<file path="src/rtl/etcpu_bpred.sv">
// etcpu_bpred: direct-mapped branch target buffer with 2-bit direction counters.
// Combinational lookup from fetch, sequential training from execute, saturating perf counters.
module etcpu_bpred #(
    parameter int unsigned XLEN     = 32,
    parameter int unsigned DEPTH    = 16,
    parameter int unsigned TAG_W    = 8,
    parameter logic [1:0]  CTR_INIT = 2'b01,
    parameter int unsigned CNT_W    = 16
) (
    input  logic             clk,
    input  logic             rst_n,
    input  logic [XLEN-1:0]  lkp_pc,
    output logic             lkp_hit,
    output logic             lkp_taken,
    output logic [XLEN-1:0]  lkp_next_pc,
    input  logic             upd_vld,
    input  logic [XLEN-1:0]  upd_pc,
    input  logic             upd_taken,
    input  logic [XLEN-1:0]  upd_target,
    input  logic             upd_mispred,
    input  logic             inv,
    input  logic             perf_clr,
    output logic [CNT_W-1:0] perf_branches,
    output logic [CNT_W-1:0] perf_mispred
);

    localparam int unsigned IDX_W = $clog2(DEPTH);
    localparam int unsigned TGT_W = XLEN - 2;

    if (DEPTH < 2 || (DEPTH & (DEPTH - 1)) != 0) begin : g_bad_depth
        $error("etcpu_bpred: DEPTH must be a power of two and at least 2");
    end
    if (IDX_W + 2 + TAG_W > XLEN) begin : g_bad_tag
        $error("etcpu_bpred: IDX_W + 2 + TAG_W exceeds XLEN");
    end

    typedef struct packed {
        logic             valid;
        logic [TAG_W-1:0] tag;
        logic [TGT_W-1:0] tgt;
        logic [1:0]       ctr;
    } entry_t;

    entry_t btb_q [DEPTH];

    // Lookup: reads registered state only, so a same-cycle update is never bypassed.
    logic [IDX_W-1:0] lkp_idx;
    logic [TAG_W-1:0] lkp_tag;
    entry_t           lkp_e;

    assign lkp_idx     = lkp_pc[IDX_W+1:2];
    assign lkp_tag     = lkp_pc[IDX_W+2 +: TAG_W];
    assign lkp_e       = btb_q[lkp_idx];
    assign lkp_hit     = lkp_e.valid && (lkp_e.tag == lkp_tag);
    assign lkp_taken   = lkp_hit && lkp_e.ctr[1];
    assign lkp_next_pc = lkp_taken ? {lkp_e.tgt, 2'b00} : lkp_pc + XLEN'(4);

    // Training: next contents of the indexed entry and whether it is written.
    logic [IDX_W-1:0] upd_idx;
    logic [TAG_W-1:0] upd_tag;
    entry_t           upd_cur;
    entry_t           upd_e;
    logic             upd_hit;
    logic             upd_we;

    assign upd_idx = upd_pc[IDX_W+1:2];
    assign upd_tag = upd_pc[IDX_W+2 +: TAG_W];
    assign upd_cur = btb_q[upd_idx];
    assign upd_hit = upd_cur.valid && (upd_cur.tag == upd_tag);

    always_comb begin
        upd_e  = upd_cur;
        upd_we = 1'b0;
        if (upd_hit) begin
            upd_we = 1'b1;
            if (upd_taken) begin
                if (upd_cur.ctr != 2'b11) begin
                    upd_e.ctr = upd_cur.ctr + 2'd1;
                end
                upd_e.tgt = upd_target[XLEN-1:2];
            end else if (upd_cur.ctr != 2'b00) begin
                upd_e.ctr = upd_cur.ctr - 2'd1;
            end
        end else if (upd_taken) begin
            // Miss on a taken branch allocates, weakly taken.
            upd_we      = 1'b1;
            upd_e.valid = 1'b1;
            upd_e.tag   = upd_tag;
            upd_e.tgt   = upd_target[XLEN-1:2];
            upd_e.ctr   = 2'b10;
        end
    end

    always_ff @(posedge clk) begin
        if (!rst_n) begin
            for (int unsigned i = 0; i < DEPTH; i++) begin
                btb_q[IDX_W'(i)] <= '{valid: 1'b0, tag: '0, tgt: '0, ctr: CTR_INIT};
            end
        end else if (inv) begin
            for (int unsigned i = 0; i < DEPTH; i++) begin
                btb_q[IDX_W'(i)].valid <= 1'b0;
            end
        end else if (upd_vld && upd_we) begin
            btb_q[upd_idx] <= upd_e;
        end
    end

    // Saturating performance counters; clear takes priority over counting.
    always_ff @(posedge clk) begin
        if (!rst_n) begin
            perf_branches <= '0;
            perf_mispred  <= '0;
        end else if (perf_clr) begin
            perf_branches <= '0;
            perf_mispred  <= '0;
        end else if (upd_vld) begin
            if (perf_branches != '1) begin
                perf_branches <= perf_branches + CNT_W'(1);
            end
            if (upd_mispred && (perf_mispred != '1)) begin
                perf_mispred <= perf_mispred + CNT_W'(1);
            end
        end
    end

    // Offset bits and the PC bits above the tag never select anything.
    logic unused_bits;
    assign unused_bits = ^{upd_pc, upd_target[1:0]};

endmodule

</file>
<file path="config.mk">
export PLATFORM = sky130hd
export DESIGN_NAME = etcpu_bpred
export DESIGN_NICKNAME = d
export VERILOG_FILES = /design/src/rtl/etcpu_bpred.sv
export SDC_FILE = /design/constraint.sdc
export NUM_CORES = 1
export LEC_CHECK = 0
export CAP_MARGIN = 20
export CORE_ASPECT_RATIO = 1.4
export CORE_MARGIN = 3
export CORE_UTILIZATION = 45
export DETAILED_ROUTE_END_ITERATION = 10
export GPL_TIMING_DRIVEN = 0
export PLACE_DENSITY = 0.59
export RECOVER_POWER = 100
export SYNTH_ARGS = -nofsm -noshare
export SYNTH_HDL_FRONTEND = slang
export SYNTH_SLANG_ARGS = --single-unit
</file>
<file path="constraint.sdc">
create_clock -name clk -period 10.4 [get_ports clk]
set_input_delay 1.56 -clock clk [delete_from_list [all_inputs] [get_ports clk]]
set_output_delay 1.56 -clock clk [all_outputs]
set_load 0.1 [all_outputs]
</file>
# == Word-level counts from Yosys, hierarchy flattened ==
# Memory sizes are Yosys's and may differ from the RTL's.
# Index checks and enable logic that the tools add are counted.
# word_totals
wordCells,77
memories,1
inputBits,103
ff_bits,32
mem_bits_rw,656
out_inout_bits,66
# op_classes
n_mux,37
reduce_logical,10
n_addsub,5
eq_ne,5
bitwise_logic,17
# mem_list
name,words,word_bits,rd,rd_clocked_by_memory_dff,wr,line,rtl
btb_q,16,41,2,0,16,44,entry_t btb_q [DEPTH];
# ops
cell,n
$mux 41,2
$mux 32,2
$reduce_or 41->1,1
$add 16x1->16 const B,2
$add 32x3->32 const B,1
$ne 16x16->1 const B,2
$mux 30,1
$mux 1,26
$eq 8x8->1,2
$or 1x1->1,16
$mux 9,1
$mux 2,4
$logic_and 1x1->1,5
$mux 4,1
$reduce_and 2->1,2
$add 2x1->2 const B,1
$ne 2x2->1 const B,1
$reduce_bool 2->1,1
$reduce_or 2->1,1
$sub 2x1->2 const B,1
$not 1->1,1

# == Longest topological paths before layout ==
# An unclocked memory read counts as a cell.
# logic_depth
ltp_word,11
depth_mapped,13
ltp_nobuf,8

# == Least setup slack after synthesis ==
# OpenSTA, ideal clock, no wires.
# synth_path
kind,in2out
start,in lkp_pc[2]
end,out lkp_taken
arrival_time_ns,6.174
path_slack_ns,2.666
n_path_buf,2
required_ns,8.840
cell_stages,9
path_cell_list,clkbuf_1 -> buf_2 -> mux4_2 -> xnor2_1 -> nand2_1 -> o211ai_1 -> o211ai_1 -> nor3_1 -> and2_1
# synth_via
elab_chain_cells,4
# synth_lines
item,line,rtl
"start, declared",12,"input logic [XLEN-1:0] lkp_pc,"
$mem_v2 16x41 (*),n/a,
$eq 8x8->1,54,assign lkp_hit = lkp_e.valid && (lkp_e.tag == lkp_tag);
$logic_and 1x1->1 (*),54,
net lkp_hit,13,"output logic lkp_hit,"
$logic_and 1x1->1 (*),55,assign lkp_taken = lkp_hit && lkp_e.ctr[1];
"end, declared",14,"output logic lkp_taken,"
# The timed path passes the listed nets; every way through them passes the cells marked *.

==> run summary <==
### Run status
- complete, but fails checks — status
- max-capacitance violations, max-slew violations — violations in the final reports

### Pwr
- 0.00669 W — PnR Total Power
- 14.6% — combinational power share
- 156 mW/mm2 — power per cell area
- 27.1% — switching power as a share of total power
- 0.00181 W — reported net switching power
- 0.122 mV — VDD IR-drop max
- 0.00488 W — cell-internal power
- 47.4% — Flop pwr share
- 13.8 nW — leakage power figure
- 38.0% — part of the total power dissipated in the clock network

### Clock tree
- 0 — number of gates resized after CTS
- clkbuf_16 — buffer type at the clock tree root
- 0 — number of buffers added to fix hold violations after cts
- 73 — total clock buffers created by CTS
- 688 — CTS sink cnt
- built — CTS tree
- 0 — setup fix buffers added after clock tree synthesis
- 660 ps — clock latency on the worst-skew pair
- 3 — Longest Clk Path Bufs
- 60 ps — clock transition at the registers of the reported paths
- 3 — CTS H-tree lvls

### Detailed routing
- 27500 — detailed-route via count
- 8 — Pre-antenna DRT Iters
- 150000 um — total routed wirelength
- 3520 — initial drt markers
- 7.00 — detailed-route vias per instance
- 0 — number of nets with antenna violations after detailed routing
- 38.2 um — wire per inst
- 0 — DR DRC count

### Hold path
- reg -> reg — type of the most critical hold path

### GRT
- 34.5% — overall fraction of global-route tracks in use
- 21 — pin count of the biggest net entering global routing
- 8 — number of antenna violations at the first check in global routing
- 28800 — number of global-route vias before repair
- 0 — Congestion Overflow GR
- 209000 um — global-route wire length before repair

### Setup path
- in -> reg — critical path class
- 10630 ps — worst path required time
- flop — category of the worst setup path capture point
- 16 — highest net fanout along the worst path
- 10230 ps — data arrival time at the worst-slack endpoint
- 3330 ps — worst reg-to-reg setup slack
- input port — Worst setup SP type

### Finish
- 15.1% — post-synthesis to final-layout area growth
- 52.4% — final core area utilization
- 22.2% — fraction of layout cells with a size suffix above 1
- 0.0154 mm2 — footprint of the multi-input gates
- 6901 — Layout fillers
- 2904 — total number of nets in the final design
- 0.0203 mm2 — area taken by flip-flops and latches

### Die
- 0.0818 mm2 — CORE AREA
- 45.5% — initial standard-cell utilization of the core
- 124 — standard-cell rows
- 346 um — die height
- 169 — number of primary I/O pins
- 0.0862 mm2 — Die Area
- 249 um — die span in x

### Synthesis
- 0% — async set or reset register ratio after synthesis
- 2534 — number of cells produced by synthesis
- 57 — number of library cell types mapped by synthesis
- 14.7 um2 — syn avg cell area
- 688 — number of flip-flops and latches in the synthesized netlist
- 54.7% — fraction of the yosys area taken by sequential cells
- 656 — number of synthesized flops with an enable pin
- 0.0372 mm2 — Syn Std Cell Area
- 0 — yosys warns
- 2640 — post-synth net total
- edfxtp_1 — top flip-flop cell by instance count after synthesis

### STA
- 258 — Final Slew Violations
- 3920 ps — slew at the pin with the worst max-slew slack
- no — RSZ-0062 raised after global routing
- 96.2% — Final period util
- 0 — final-report hold violation count
- -164% — worst max-slew margin expressed relative to the limit
- 31.1 ps — largest clock skew in the final design
- 10000 ps — time the final worst path needs with I/O delays and setup
- 0 — final count of negative-setup-slack endpoints
- 100 MHz — maximum operating frequency

### Place
- 108000 um — DP HPWL
- 0.921 — Placer Congestion
- 134 — IO buf count

### Run
- 21 — Max-cap violations

[kinds of logic after synthesis]
logic type,Yosys count,synth area share [%]
AO/OA/AOI/OAI,180,3.17
flip-flops,688,54.7
adder cells (fa/ha/maj),4,0.128
buffers and inverters,315,3.81
XOR/XNOR,67,1.58
AND/OR/NAND/NOR,787,10.7
multiplexers,493,25.9
[layer usage]
| layer | part of all wire (%) | routed length [um] | track usage (%) | vias to the layer above |
|---|---|---|---|---|
| li1 | - | - | - | 10800 |
| met1 | 32 | 47300 | 38.9 | 13900 |
| met2 | 48 | 72300 | 57.1 | 2080 |
| met3 | 12 | 17300 | 9.77 | 677 |
| met4 | 8.7 | 13000 | 23.6 | 10 |
| met5 | 0.049 | 73 | 0 | - |
[cells in the final DEF (no fill, tap or decap), drive strengths merged, types with 17 or more instances in the layout]
master | netlist | routed
clkdlybuf4s50 | 0 | 67
mux4 | 372 | 372
xor2 | 26 | 26
dlygate4sd3 | 0 | 67
nand3 | 30 | 30
mux2 | 35 | 35
xnor2 | 41 | 41
o21ai | 43 | 43
buf | 157 | 119
nor3 | 552 | 552
a21oi | 78 | 78
clkbuf | 148 | 338
dfxtp | 32 | 32
nor2 | 67 | 67
a31oi | 17 | 17
clkinv | 1 | 20
edfxtp | 656 | 656
nand4 | 31 | 31
mux2i | 86 | 86
nand2 | 38 | 38
[cell usage after synthesis (15+ instances only)]
master      n  area (um2)
edfxtp_1  656       19700
nor3_1    552        2760
mux4_2    372        8380
clkbuf_1  148         556
buf_2     133         666
mux2i_1    86         861
nor2_1     67         251
a21oi_1    57         285
xnor2_1    41         359
o21ai_0    40         200
nand2_1    38         143
mux2_2     34         383
dfxtp_1    32         641
nand4_1    31         194
nand3_1    30         150
xor2_1     26         228
a21oi_2    20         175
a31oi_1    17         106
buf_1      17        63.8
a22oi_1    15         113
[stage by stage]
step / hold slack, ps / worst slack [ps] / cells / cell area (um2) / setup TNS [ps]
6_report: 506 / 395 / 3923 / 42800 / 0
5_1_grt: 537 / 591 / 3920 / 42800 / 0
4_1_cts: 506 / 1360 / 3912 / 43300 / 0
3_5_place_dp: 494 / 1390 / 3787 / 41100 / 0
3_3_place_gp: 483 / -3430 / 3739 / 39900 / -1884500
2_1_floorplan: 949 / 2670 / 2534 / 37200 / 0
[sequential cells by signal (all words and copies together), names as in the netlist]
register	cells
perf_mispred	16
btb_q	656
perf_branches	16
[power by group through the flow]
stage / sequential (W) / combinational, W / clock (W)
2_1_floorplan: 0.00322 / 0.000578 / 0
3_3_place_gp: 0.00325 / 0.000915 / 0
3_5_place_dp: 0.00322 / 0.000979 / 0
4_1_cts: 0.00316 / 0.000982 / 0.00254
5_1_grt: 0.00318 / 0.000998 / 0.00264
6_report: 0.00317 / 0.000979 / 0.00254
[worst max-delay path, cell delays in order]
cell and delay, ps:
clkbuf_1 570, clkbuf_1 780, clkbuf_1 470, clkbuf_1 850, mux4_2 420, a221oi_1 650, o211a_1 240, and4_1 400
a21oi_1 380, clkbuf_1 320, o21ai_0 2160, clkbuf_1 1380
[worst paths after layout]
| check | from | to | cells after the start |
|---|---|---|---|
| worst max-delay path | upd_pc[5] | btb_q[15][12] | 12 |
| worst max register to register | btb_q[14][32] | btb_q[15][12] | 9 |
| worst min-delay path | perf_branches[9] | perf_branches[9] | 2 |
| worst min register to register | perf_branches[9] | perf_branches[9] | 2 |
[layout make-up]
cell class	instances	area share [%]
sequential	688	47.5
multi-input combinational	1531	35.9
tap	1071	3.13
clock buffer	97	4.85
antenna	4	0.0234
timing repair buffer	189	5.18
clock inverter	28	0.354
buffer	305	2.99
inverter	10	0.0877
(Power assumes the default switching activity.)
